--- config.mk ---
export PLATFORM = sky130hd
export DESIGN_NAME = seg_scan
export DESIGN_NICKNAME = d
export VERILOG_FILES = /design/src/rtl/seg_scan.sv
export SDC_FILE = /design/constraint.sdc
export NUM_CORES = 1
export LEC_CHECK = 0
export CORE_AREA = 3 3 123 77
export CTS_BUF_LIST = sky130_fd_sc_hd__clkbuf_2 sky130_fd_sc_hd__clkbuf_4 sky130_fd_sc_hd__clkbuf_8
export CTS_CLUSTER_SIZE = 12
export DETAILED_ROUTE_END_ITERATION = 8
export DIE_AREA = 0 0 126 80
export GPL_TIMING_DRIVEN = 1
export PLACE_DENSITY_LB_ADDON = 0.2
export SYNTH_ARGS = -nofsm -noshare
export SYNTH_HDL_FRONTEND = slang
export SYNTH_SLANG_ARGS = --single-unit
--- constraint.sdc ---
create_clock -name clk -period 5.75 [get_ports clk]
set_clock_uncertainty 0.1 [all_clocks]
set_input_delay 1.15 -clock clk [delete_from_list [all_inputs] [get_ports clk]]
set_output_delay 1.15 -clock clk [all_outputs]
set_load 0.05 [all_outputs]
--- src/rtl/seg_scan.sv ---
// Eight-digit multiplexed 7-segment driver: latches a full frame once per scan,
// then walks the digits with a dead-time gap, per-digit blink and global blanking.
module seg_scan #(
   parameter int unsigned REFRESH_DIV  = 100000,
   parameter int unsigned DEAD         = 2,
   parameter int unsigned BLINK_FRAMES = 64
) (
   input  logic        clk,
   input  logic        rst,
   input  logic [63:0] show,
   input  logic [7:0]  blink_mask,
   input  logic        blank,
   output logic [7:0]  seg,
   output logic [7:0]  an,
   output logic        frame_start
);

   localparam int unsigned CNT_W = (REFRESH_DIV  > 1) ? $clog2(REFRESH_DIV)  : 1;
   localparam int unsigned FRM_W = (BLINK_FRAMES > 1) ? $clog2(BLINK_FRAMES) : 1;
   localparam logic [CNT_W-1:0] CNT_LAST = CNT_W'(REFRESH_DIV - 1);
   localparam logic [CNT_W-1:0] DEAD_C   = CNT_W'(DEAD);
   localparam logic [FRM_W-1:0] FRM_LAST = FRM_W'(BLINK_FRAMES - 1);

   logic [CNT_W-1:0] cnt_q, cnt_d;
   logic [2:0]       dig_q, dig_d;
   logic [FRM_W-1:0] frame_cnt_q, frame_cnt_d;
   logic             phase_q, phase_d;
   logic [63:0]      shadow_q, shadow_d;
   logic [7:0]       seg_q, seg_d;
   logic [7:0]       an_q, an_d;
   logic             frame_start_q, frame_start_d;

   logic slot_end;
   logic frame_end;
   logic load;
   logic off;

   always_comb begin
      slot_end  = (cnt_q == CNT_LAST);
      frame_end = slot_end && (dig_q == 3'd7);
      load      = (cnt_q == '0) && (dig_q == '0);

      cnt_d = slot_end ? '0 : cnt_q + CNT_W'(1);
      dig_d = slot_end ? dig_q + 3'd1 : dig_q;

      frame_cnt_d = frame_cnt_q;
      phase_d     = phase_q;
      if (frame_end) begin
         if (frame_cnt_q == FRM_LAST) begin
            frame_cnt_d = '0;
            phase_d     = ~phase_q;
         end else begin
            frame_cnt_d = frame_cnt_q + FRM_W'(1);
         end
      end

      shadow_d      = load ? show : shadow_q;
      frame_start_d = load;

      // Digit 0 reads the shadow while it is being reloaded; dead time hides that cycle.
      off  = (cnt_q < DEAD_C) | blank | (blink_mask[dig_q] & phase_q);
      an_d  = off ? '1 : ~(8'b1 << dig_q);
      seg_d = off ? '1 : shadow_q[{dig_q, 3'b000} +: 8];
   end

   always_ff @(posedge clk) begin
      if (!rst) begin
         cnt_q         <= '0;
         dig_q         <= '0;
         frame_cnt_q   <= '0;
         phase_q       <= 1'b0;
         shadow_q      <= '1;
         seg_q         <= '1;
         an_q          <= '1;
         frame_start_q <= 1'b0;
      end else begin
         cnt_q         <= cnt_d;
         dig_q         <= dig_d;
         frame_cnt_q   <= frame_cnt_d;
         phase_q       <= phase_d;
         shadow_q      <= shadow_d;
         seg_q         <= seg_d;
         an_q          <= an_d;
         frame_start_q <= frame_start_d;
      end
   end

   assign seg         = seg_q;
   assign an          = an_q;
   assign frame_start = frame_start_q;

endmodule

==> results of run 1 <==
[metal layers]
| metal | share of wire | global-route usage | wire, um |
|---|---|---|---|
| met5 | 0 | 0 | 0 |
| met4 | 0.0084 | 0.0460 | 92 |
| met3 | 0.059 | 0.0548 | 646 |
| met2 | 0.44 | 0.347 | 4890 |
| met1 | 0.49 | 0.317 | 5380 |
[how the worst min path moves through the flow]
stage / start / to / slack, ns / depth (start not counted)
3_3_place_gp: frame_cnt_q[3]$_SDFFE_PN0P_ / frame_cnt_q[3]$_SDFFE_PN0P_ / 0.36 / 2
4_1_cts: frame_cnt_q[5]$_SDFFE_PN0P_ / frame_cnt_q[5]$_SDFFE_PN0P_ / 0.41 / 2
6_report: frame_cnt_q[3]$_SDFFE_PN0P_ / frame_cnt_q[3]$_SDFFE_PN0P_ / 0.41 / 2
2_1_floorplan: frame_cnt_q[3]$_SDFFE_PN0P_ / frame_cnt_q[3]$_SDFFE_PN0P_ / 0.34 / 2
3_5_place_dp: frame_cnt_q[3]$_SDFFE_PN0P_ / frame_cnt_q[3]$_SDFFE_PN0P_ / 0.39 / 2
5_1_grt: shadow_q[4]$_SDFFE_PN1P_ / shadow_q[4]$_SDFFE_PN1P_ / 0.44 / 2
[flip-flops by register name, indices dropped and copies added (netlist names)]
| name | flops |
|---|---|
| seg | 8 |
| dig_q | 3 |
| phase_q | 1 |
| an | 8 |
| frame_cnt_q | 6 |
| cnt_q | 17 |
| frame_start | 1 |
| shadow_q | 64 |
[power by group through the flow]
| stage | Combinational, mW | Clock [mW] | Sequential, mW |
|---|---|---|---|
| 6_report | 0.227 | 0.485 | 0.824 |
| 4_1_cts | 0.228 | 0.490 | 0.824 |
| 5_1_grt | 0.247 | 0.524 | 0.830 |
| 2_1_floorplan | 0.145 | 0 | 0.839 |
| 3_3_place_gp | 0.221 | 0 | 0.839 |
| 3_5_place_dp | 0.227 | 0 | 0.842 |
[synth_stat cells]
cell type and instances:
sky130_fd_sc_hd__o21ai_0 4, sky130_fd_sc_hd__ha_1 9, sky130_fd_sc_hd__buf_1 1, sky130_fd_sc_hd__o31ai_1 3, sky130_fd_sc_hd__nand3b_1 1, sky130_fd_sc_hd__dfxtp_1 108
sky130_fd_sc_hd__and4_1 1, sky130_fd_sc_hd__xor2_1 4, sky130_fd_sc_hd__xnor2_1 9, sky130_fd_sc_hd__nor2b_1 1, sky130_fd_sc_hd__clkbuf_1 23, sky130_fd_sc_hd__or4_1 6
sky130_fd_sc_hd__nand2_1 33, sky130_fd_sc_hd__buf_2 5, sky130_fd_sc_hd__mux4_2 18, sky130_fd_sc_hd__nand4_2 1, sky130_fd_sc_hd__o41ai_1 2, sky130_fd_sc_hd__buf_6 1
sky130_fd_sc_hd__a32oi_1 1, sky130_fd_sc_hd__or2_2 1, sky130_fd_sc_hd__a21oi_1 9, sky130_fd_sc_hd__or3_4 1, sky130_fd_sc_hd__inv_1 11, sky130_fd_sc_hd__a22oi_1 1
sky130_fd_sc_hd__nand4_1 9, sky130_fd_sc_hd__o311a_1 1, sky130_fd_sc_hd__or3_1 3, sky130_fd_sc_hd__and2_1 2, sky130_fd_sc_hd__and3_1 1, sky130_fd_sc_hd__buf_4 6
sky130_fd_sc_hd__nor4_1 9, sky130_fd_sc_hd__nand3_1 22, sky130_fd_sc_hd__nor3_1 4, sky130_fd_sc_hd__nor2_1 145, sky130_fd_sc_hd__mux2i_1 68
[cell type report]
class	instances	area, sq um
Clock inverter	1	30.0
Timing Repair Buffer	97	956
Clock buffer	14	180
Fill cell	642	2450
Inverter	11	43.8
Multi-Input combinational cell	369	2500
Sequential cell	108	2160
Tap cell	112	140
[worst reg2reg max path, stage by stage (launching register included)]
cell and delay (ns):
sky130_fd_sc_hd__dfxtp_1 0.37, sky130_fd_sc_hd__nor4_1 0.33, sky130_fd_sc_hd__nand2_1 0.41, sky130_fd_sc_hd__nor4_2 0.43, sky130_fd_sc_hd__buf_4 0.59, sky130_fd_sc_hd__mux2i_1 0.30
[cells by family (layout without fill, tap and decap cells)]
| kind of cell | Yosys count | in the layout | share of synthesized area |
|---|---|---|---|
| AO/OA/AOI/OAI | 21 | 21 | 0.0270 |
| XOR/XNOR | 13 | 13 | 0.0234 |
| adder cells (fa/ha/maj) | 9 | 9 | 0.0231 |
| buffers and inverters | 47 | 123 | 0.0437 |
| flip-flops | 108 | 108 | 0.444 |
| multiplexers | 86 | 86 | 0.223 |
| AND/OR/NAND/NOR | 240 | 240 | 0.215 |
==> qor.txt, run 1 <==
=======================================================================================
Reported net switching power .............................................       370 uW
Final-report max-slew violation count ....................................            0
Delay-heaviest family, CP ................................................ buffers and inverters
Die width ................................................................       126 um
Category of the most critical setup path .................................    in -> reg
Crit-path slowest cell ................................................... sky130_fd_sc_hd__buf_4
Leakage dissipation ......................................................      2.36 nW
FP Rows ..................................................................           26
Number of nets in the finished design ....................................          680
Data arrival time of the worst path ......................................      3.34 ns
Sink count of the clock tree .............................................          108
Outcome ..................................................................    completed
Reg clk slew, reported paths .............................................      0.09 ns
Max-cap violations .......................................................            0
TritonCTS clock tree .....................................................          yes
Total buffers and inverters traversed by the critical path ...............            3
Final sum of negative setup slack ........................................         0 ns
Num CTS Buffers ..........................................................            9
Hold/Removal Path Class ..................................................   reg -> reg
Number of violations reported at the end of detailed-routing iteration 0 .          366
Final setup violation count ..............................................            0
Total die area ...........................................................  10100 sq um
Post-placement cell count ................................................          697
RSZ-0062 raised after global routing .....................................        false
Fmax achieved ............................................................      317 MHz
Floorplan core area ......................................................   8460 sq um
Number of diodes added for antenna fixing ................................            0
Clock latency reported for the late side of the worst-skew pair ..........      0.37 ns
Vias in the first global route ...........................................         3751
Synth unique cells .......................................................           35
Area of the mapped netlist ...............................................   4860 sq um
Maximum number of pins on one net before global-route repair .............           90
Type of element launching the critical path ..............................   input port
Post-synth top area share ................................................        0.444
Total via count in the routed design .....................................         3936
Endpoint of the worst register-to-register path .......................... shadow_q[26]$_SDFFE_PN1P_
Maximum clock insertion buffer count .....................................            2
Slack of the critical path ...............................................      2.60 ns
Area added between synthesis and finish ..................................        23.5%
Post-layout min period ...................................................      3.15 ns
Worst-margin pin slew ....................................................     0.823 ns
Buffer cell driving the clock tree root .................................. sky130_fd_sc_hd__clkbuf_8
Layout cell share with drive strength beyond 1 ...........................       0.0733
Setup slack of the most critical reg-to-reg path .........................      3.14 ns
Port buffer count ........................................................           91
Net count of the mapped netlist ..........................................          608
HPWL after detailed placement ............................................      7.67 mm
Cells after Synth ........................................................          524
Synth top area cells ..................................................... sky130_fd_sc_hd__dfxtp_1 (44%), sky130_fd_sc_hd__mux2i_1 (14%), sky130_fd_sc_hd__nor2_1 (11%), sky130_fd_sc_hd__mux4_2 (8.3%), sky130_fd_sc_hd__nand2_1 (2.5%)
Initial core utilization .................................................        0.575
Synthesis-stage register bit count .......................................          108
Critical path destination ................................................ shadow_q[37]$_SDFFE_PN1P_
Most frequent standard cell in the layout excluding fill and tap cells ... sky130_fd_sc_hd__nor2_1
Number of hold buffers added after cts ...................................            0
Clock group share of total power .........................................        0.316
Routability Congestion ...................................................         1.01
Post-route DRC ...........................................................            0
Resized Gates After CTS ..................................................            0
Proportion of synthesized chip area in sequential cells ..................        0.444
# Post-CTS Setup Buffers .................................................            0
Ordered list of cells on the worst path .................................. clkdlybuf4s50_1, inv_4, buf_4, nor2_1, mux2i_1
Smallest hold slack ......................................................     0.413 ns
Num ports ................................................................           92
Pre-CTS setup slack ......................................................      2.25 ns
Antenna-violating nets left ..............................................            0
Area of placed instances .................................................   5800 sq um
Worst vdd ir .............................................................   0.000143 V
Required arrival time at the worst endpoint ..............................      5.94 ns
H-Tree Level Count .......................................................            3
Pint .....................................................................      1.17 mW
Finished layout cell area ................................................   6010 sq um
Iteration count of the initial detailed-routing pass .....................            6
Fraction of power spent switching nets ...................................        0.241
Slew HR ..................................................................        0.452
DR WL/cell ...............................................................      15.5 um
Largest fanout of any net on the critical path ...........................           89
Post-route clock period utilization ......................................        0.548
Final Hold Viols .........................................................            0
Flop pwr share ...........................................................        0.537
Length in cells of the worst reg-to-reg path .............................            5
Sum of routed wire length over all layers ................................      11.0 mm
Final std cells w/o fill .................................................          712
Total power of the final layout ..........................................      1.54 mW
Fraction of power consumed by combinational cells ........................        0.148
Mean cell area of the mapped netlist .....................................   9.28 sq um
Number of synthesis warnings .............................................            0
Global-route wire length before repair ...................................      18.2 mm
Vias per Instance ........................................................         5.53
Global route overflow ....................................................            0
Die Y ....................................................................        80 um
Top library cells by usage in the layout, fill and taps aside ............ sky130_fd_sc_hd__nor2_1 (145), sky130_fd_sc_hd__dfxtp_1 (108), sky130_fd_sc_hd__clkdlybuf4s50_1 (91), sky130_fd_sc_hd__mux2i_1 (68), sky130_fd_sc_hd__nand2_1 (33)
Global router's overall resource usage ...................................        0.223
Crit. path cell count ....................................................            5
Crit path largest cell delay .............................................      0.72 ns
Fraction of the core area covered by cells at the end of the flow ........        0.710
Worst setup path startpoint ..............................................          rst
Reg-to-reg startpoint .................................................... cnt_q[11]$_SDFF_PP0_
Antenna violations before repair .........................................            0
Power density over the cells .............................................  256 nW/um^2
Critical path endpoint category ..........................................     register
Post-synth top area cell ................................................. sky130_fd_sc_hd__dfxtp_1
=======================================================================================
No activity file was read; power rests on OpenSTA's default activity.
==> inputs of run 2 (changes only) <==
Settings changed: CORE_AREA 3 3 123 77 to 3 3 127 80, DIE_AREA 0 0 126 80 to 0 0 130 83.
Clock period 5.75 ns to 2.95 ns, I/O delays scaled along.
==> run 2 against run 1 <==
Critical path depth grew 1. Non-clock buffer count grew 4. Global-route usage shrank 0.88 points. Core utilization shrank 4.5 points. Worst hold slack lost 0.053 ns. Clock power grew 83%. First-iteration DRC count shrank 8.5%. Sequential power grew 95%. Sequential share of layout area shrank 0.24 points. Final cell count grew 1.1%.
==> qor.txt, run 2 (same netlist as run 1, synthesis figures left out) <==
=======================================================================================
Outcome ..................................................................    completed
Area added between synthesis and finish ..................................        24.3%
Post-placement cell count ................................................          705   +1.1%
Die Y ....................................................................        83 um   +3.8%
H-Tree Level Count .......................................................            3   unchanged
Maximum number of pins on one net before global-route repair .............          102   +13%
FP Rows ..................................................................           27   +3.8%
Most frequent standard cell in the layout excluding fill and tap cells ... sky130_fd_sc_hd__nor2_1
Pint .....................................................................      2.21 mW   +89%
TritonCTS clock tree .....................................................          yes
Final-report max-slew violation count ....................................            0   unchanged
Type of element launching the critical path ..............................     register
Post-route clock period utilization ......................................        0.802
Slack of the critical path ...............................................     0.584 ns   -2.01 ns
Area of placed instances .................................................   5860 sq um   +1.0%
# Post-CTS Setup Buffers .................................................            0   unchanged
Number of hold buffers added after cts ...................................            0   unchanged
Startpoint of the worst hold path ........................................ dig_q[2]$_SDFFE_PN0P_
Sum of routed wire length over all layers ................................      11.1 mm   +1.1%
Reg-to-reg startpoint .................................................... dig_q[0]$_SDFFE_PN0P_
Sink count of the clock tree .............................................          108   unchanged
Die width ................................................................       130 um   +3.2%
Total via count in the routed design .....................................         3874   -1.6%
Slew HR ..................................................................        0.609   +0.158
Required arrival time at the worst endpoint ..............................      3.15 ns   -2.79 ns
Category of the most critical setup path .................................   reg -> reg
Antenna violations before repair .........................................            0   unchanged
Worst-margin pin slew ....................................................     0.585 ns   -0.238 ns
Length in cells of the worst reg-to-reg path .............................            6   +1
HPWL after detailed placement ............................................      7.90 mm   +3.0%
Flop pwr share ...........................................................        0.546   +0.009
Num ports ................................................................           92   unchanged
Largest fanout of any net on the critical path ...........................           10   -89%
Fraction of the core area covered by cells at the end of the flow ........        0.666   -0.0448
Hold path endpoint ....................................................... an[5]$_SDFF_PP1_
Vias per Instance ........................................................         5.38   -2.7%
Resized Gates After CTS ..................................................            0   unchanged
Register with the highest flop count .....................................     shadow_q
Fmax achieved ............................................................      423 MHz
Number of nets in the finished design ....................................          684   +0.59%
Final Hold Viols .........................................................            0   unchanged
RSZ-0062 raised after global routing .....................................        false
Leakage dissipation ......................................................      2.37 nW   +0.69%
Reported net switching power .............................................       737 uW   +99%
Reg clk slew, reported paths .............................................      0.09 ns   about the same
Flip-flop count of the largest register after layout .....................           64   unchanged
Endpoint of the worst register-to-register path .......................... phase_q$_SDFFE_PN0P_
Setup slack of the most critical reg-to-reg path .........................      0.58 ns   -2.56 ns
Iteration count of the initial detailed-routing pass .....................            4   -2
Initial core utilization .................................................        0.535   -0.0398
Fraction of power consumed by combinational cells ........................        0.152   +0.004
Number of violations reported at the end of detailed-routing iteration 0 .          335   -8.5%
Top library cells by usage in the layout, fill and taps aside ............ sky130_fd_sc_hd__nor2_1 (145), sky130_fd_sc_hd__dfxtp_1 (108), sky130_fd_sc_hd__clkdlybuf4s50_1 (91), sky130_fd_sc_hd__mux2i_1 (68), sky130_fd_sc_hd__nand2_1 (33)
Total die area ...........................................................  10800 sq um   +7.0%
Clock group share of total power .........................................        0.302   -0.014
DR WL/cell ...............................................................      15.5 um   about the same
Max-cap violations .......................................................            0   unchanged
Total power of the final layout ..........................................      2.95 mW   +92%
Post-route DRC ...........................................................            0   unchanged
Hold/Removal Path Class ..................................................   reg -> reg
Clock latency reported for the late side of the worst-skew pair ..........      0.37 ns   about the same
Leading registers by flop count .......................................... shadow_q (64), cnt_q (17)
Finished layout cell area ................................................   6050 sq um   +0.67%
Global router's overall resource usage ...................................        0.214   -0.00878
Num CTS Buffers ..........................................................            9   unchanged
Final std cells w/o fill .................................................          720   +1.1%
Global-route wire length before repair ...................................      18.7 mm   +2.7%
Worst vdd ir .............................................................   0.000244 V   +71%
Final sum of negative setup slack ........................................         0 ns   unchanged
Fraction of power spent switching nets ...................................        0.250   +0.00931
Maximum clock insertion buffer count .....................................            2   unchanged
Pre-CTS setup slack ......................................................     0.527 ns   -1.72 ns
Post-layout min period ...................................................      2.37 ns
Vias in the first global route ...........................................         3918   +4.5%
Global route overflow ....................................................            0   unchanged
Power density over the cells .............................................  487 nW/um^2   +91%
Layout cell share with drive strength beyond 1 ...........................       0.0795   +0.00614
Final setup violation count ..............................................            0   unchanged
Port buffer count ........................................................           91   unchanged
Antenna-violating nets left ..............................................            0   unchanged
Number of diodes added for antenna fixing ................................            0   unchanged
Routability Congestion ...................................................        0.909   -10%
Floorplan core area ......................................................   9090 sq um   +7.4%
Instance count along the most critical hold path .........................            1   -1
Critical path endpoint category ..........................................     register
Data arrival time of the worst path ......................................      2.57 ns   -0.77 ns
Worst setup path startpoint .............................................. dig_q[0]$_SDFFE_PN0P_
Smallest hold slack ......................................................     0.360 ns   -0.0533 ns
Buffer cell driving the clock tree root .................................. sky130_fd_sc_hd__clkbuf_8
=======================================================================================
==> run 2: layout make-up <==
cell class | instances | area, sq um
sequential | 108 | 2160
timing repair buffer | 101 | 1010
inverter | 11 | 43.8
fill | 727 | 3040
tap | 116 | 145
clock inverter | 4 | 51.3
multi-input combinational | 369 | 2500
clock buffer | 11 | 139
==> run 2: worst max path at each step <==
stage / end / slack (ns) / cells after the start
floorplan: frame_start$_SDFF_PN0_ / 0.64 / 9
global placement: an[6]$_SDFF_PP1_ / 0.58 / 6
detailed placement: an[6]$_SDFF_PP1_ / 0.53 / 6
CTS: phase_q$_SDFFE_PN0P_ / 0.55 / 6
global route: phase_q$_SDFFE_PN0P_ / 0.39 / 6
finish: phase_q$_SDFFE_PN0P_ / 0.58 / 6
==> run 2: power groups by stage <==
stage / registers, mW / logic (mW) / clock network, mW
floorplan: 1.64 / 0.283 / 0
detailed placement: 1.64 / 0.449 / 0
global placement: 1.64 / 0.438 / 0
global route: 1.62 / 0.488 / 0.969
finish: 1.61 / 0.449 / 0.889
CTS: 1.61 / 0.451 / 0.914
==> run 2: routing by layer <==
metal,global-route usage,routed length (um),vias up
met1,0.308,5320,1801
met5,0,0,-
met2,0.330,4990,118
met4,0.0500,108,0
met3,0.0463,701,10
li1,-,-,1945
==> run 2: worst max-delay path, stage by stage (launching register included) <==
cell and delay (ns):
sky130_fd_sc_hd__dfxtp_1 0.70, sky130_fd_sc_hd__ha_1 0.29, sky130_fd_sc_hd__ha_1 0.25, sky130_fd_sc_hd__and3_1 0.24, sky130_fd_sc_hd__nand4_1 0.15, sky130_fd_sc_hd__or4_1 0.42
sky130_fd_sc_hd__a21oi_1 0.15
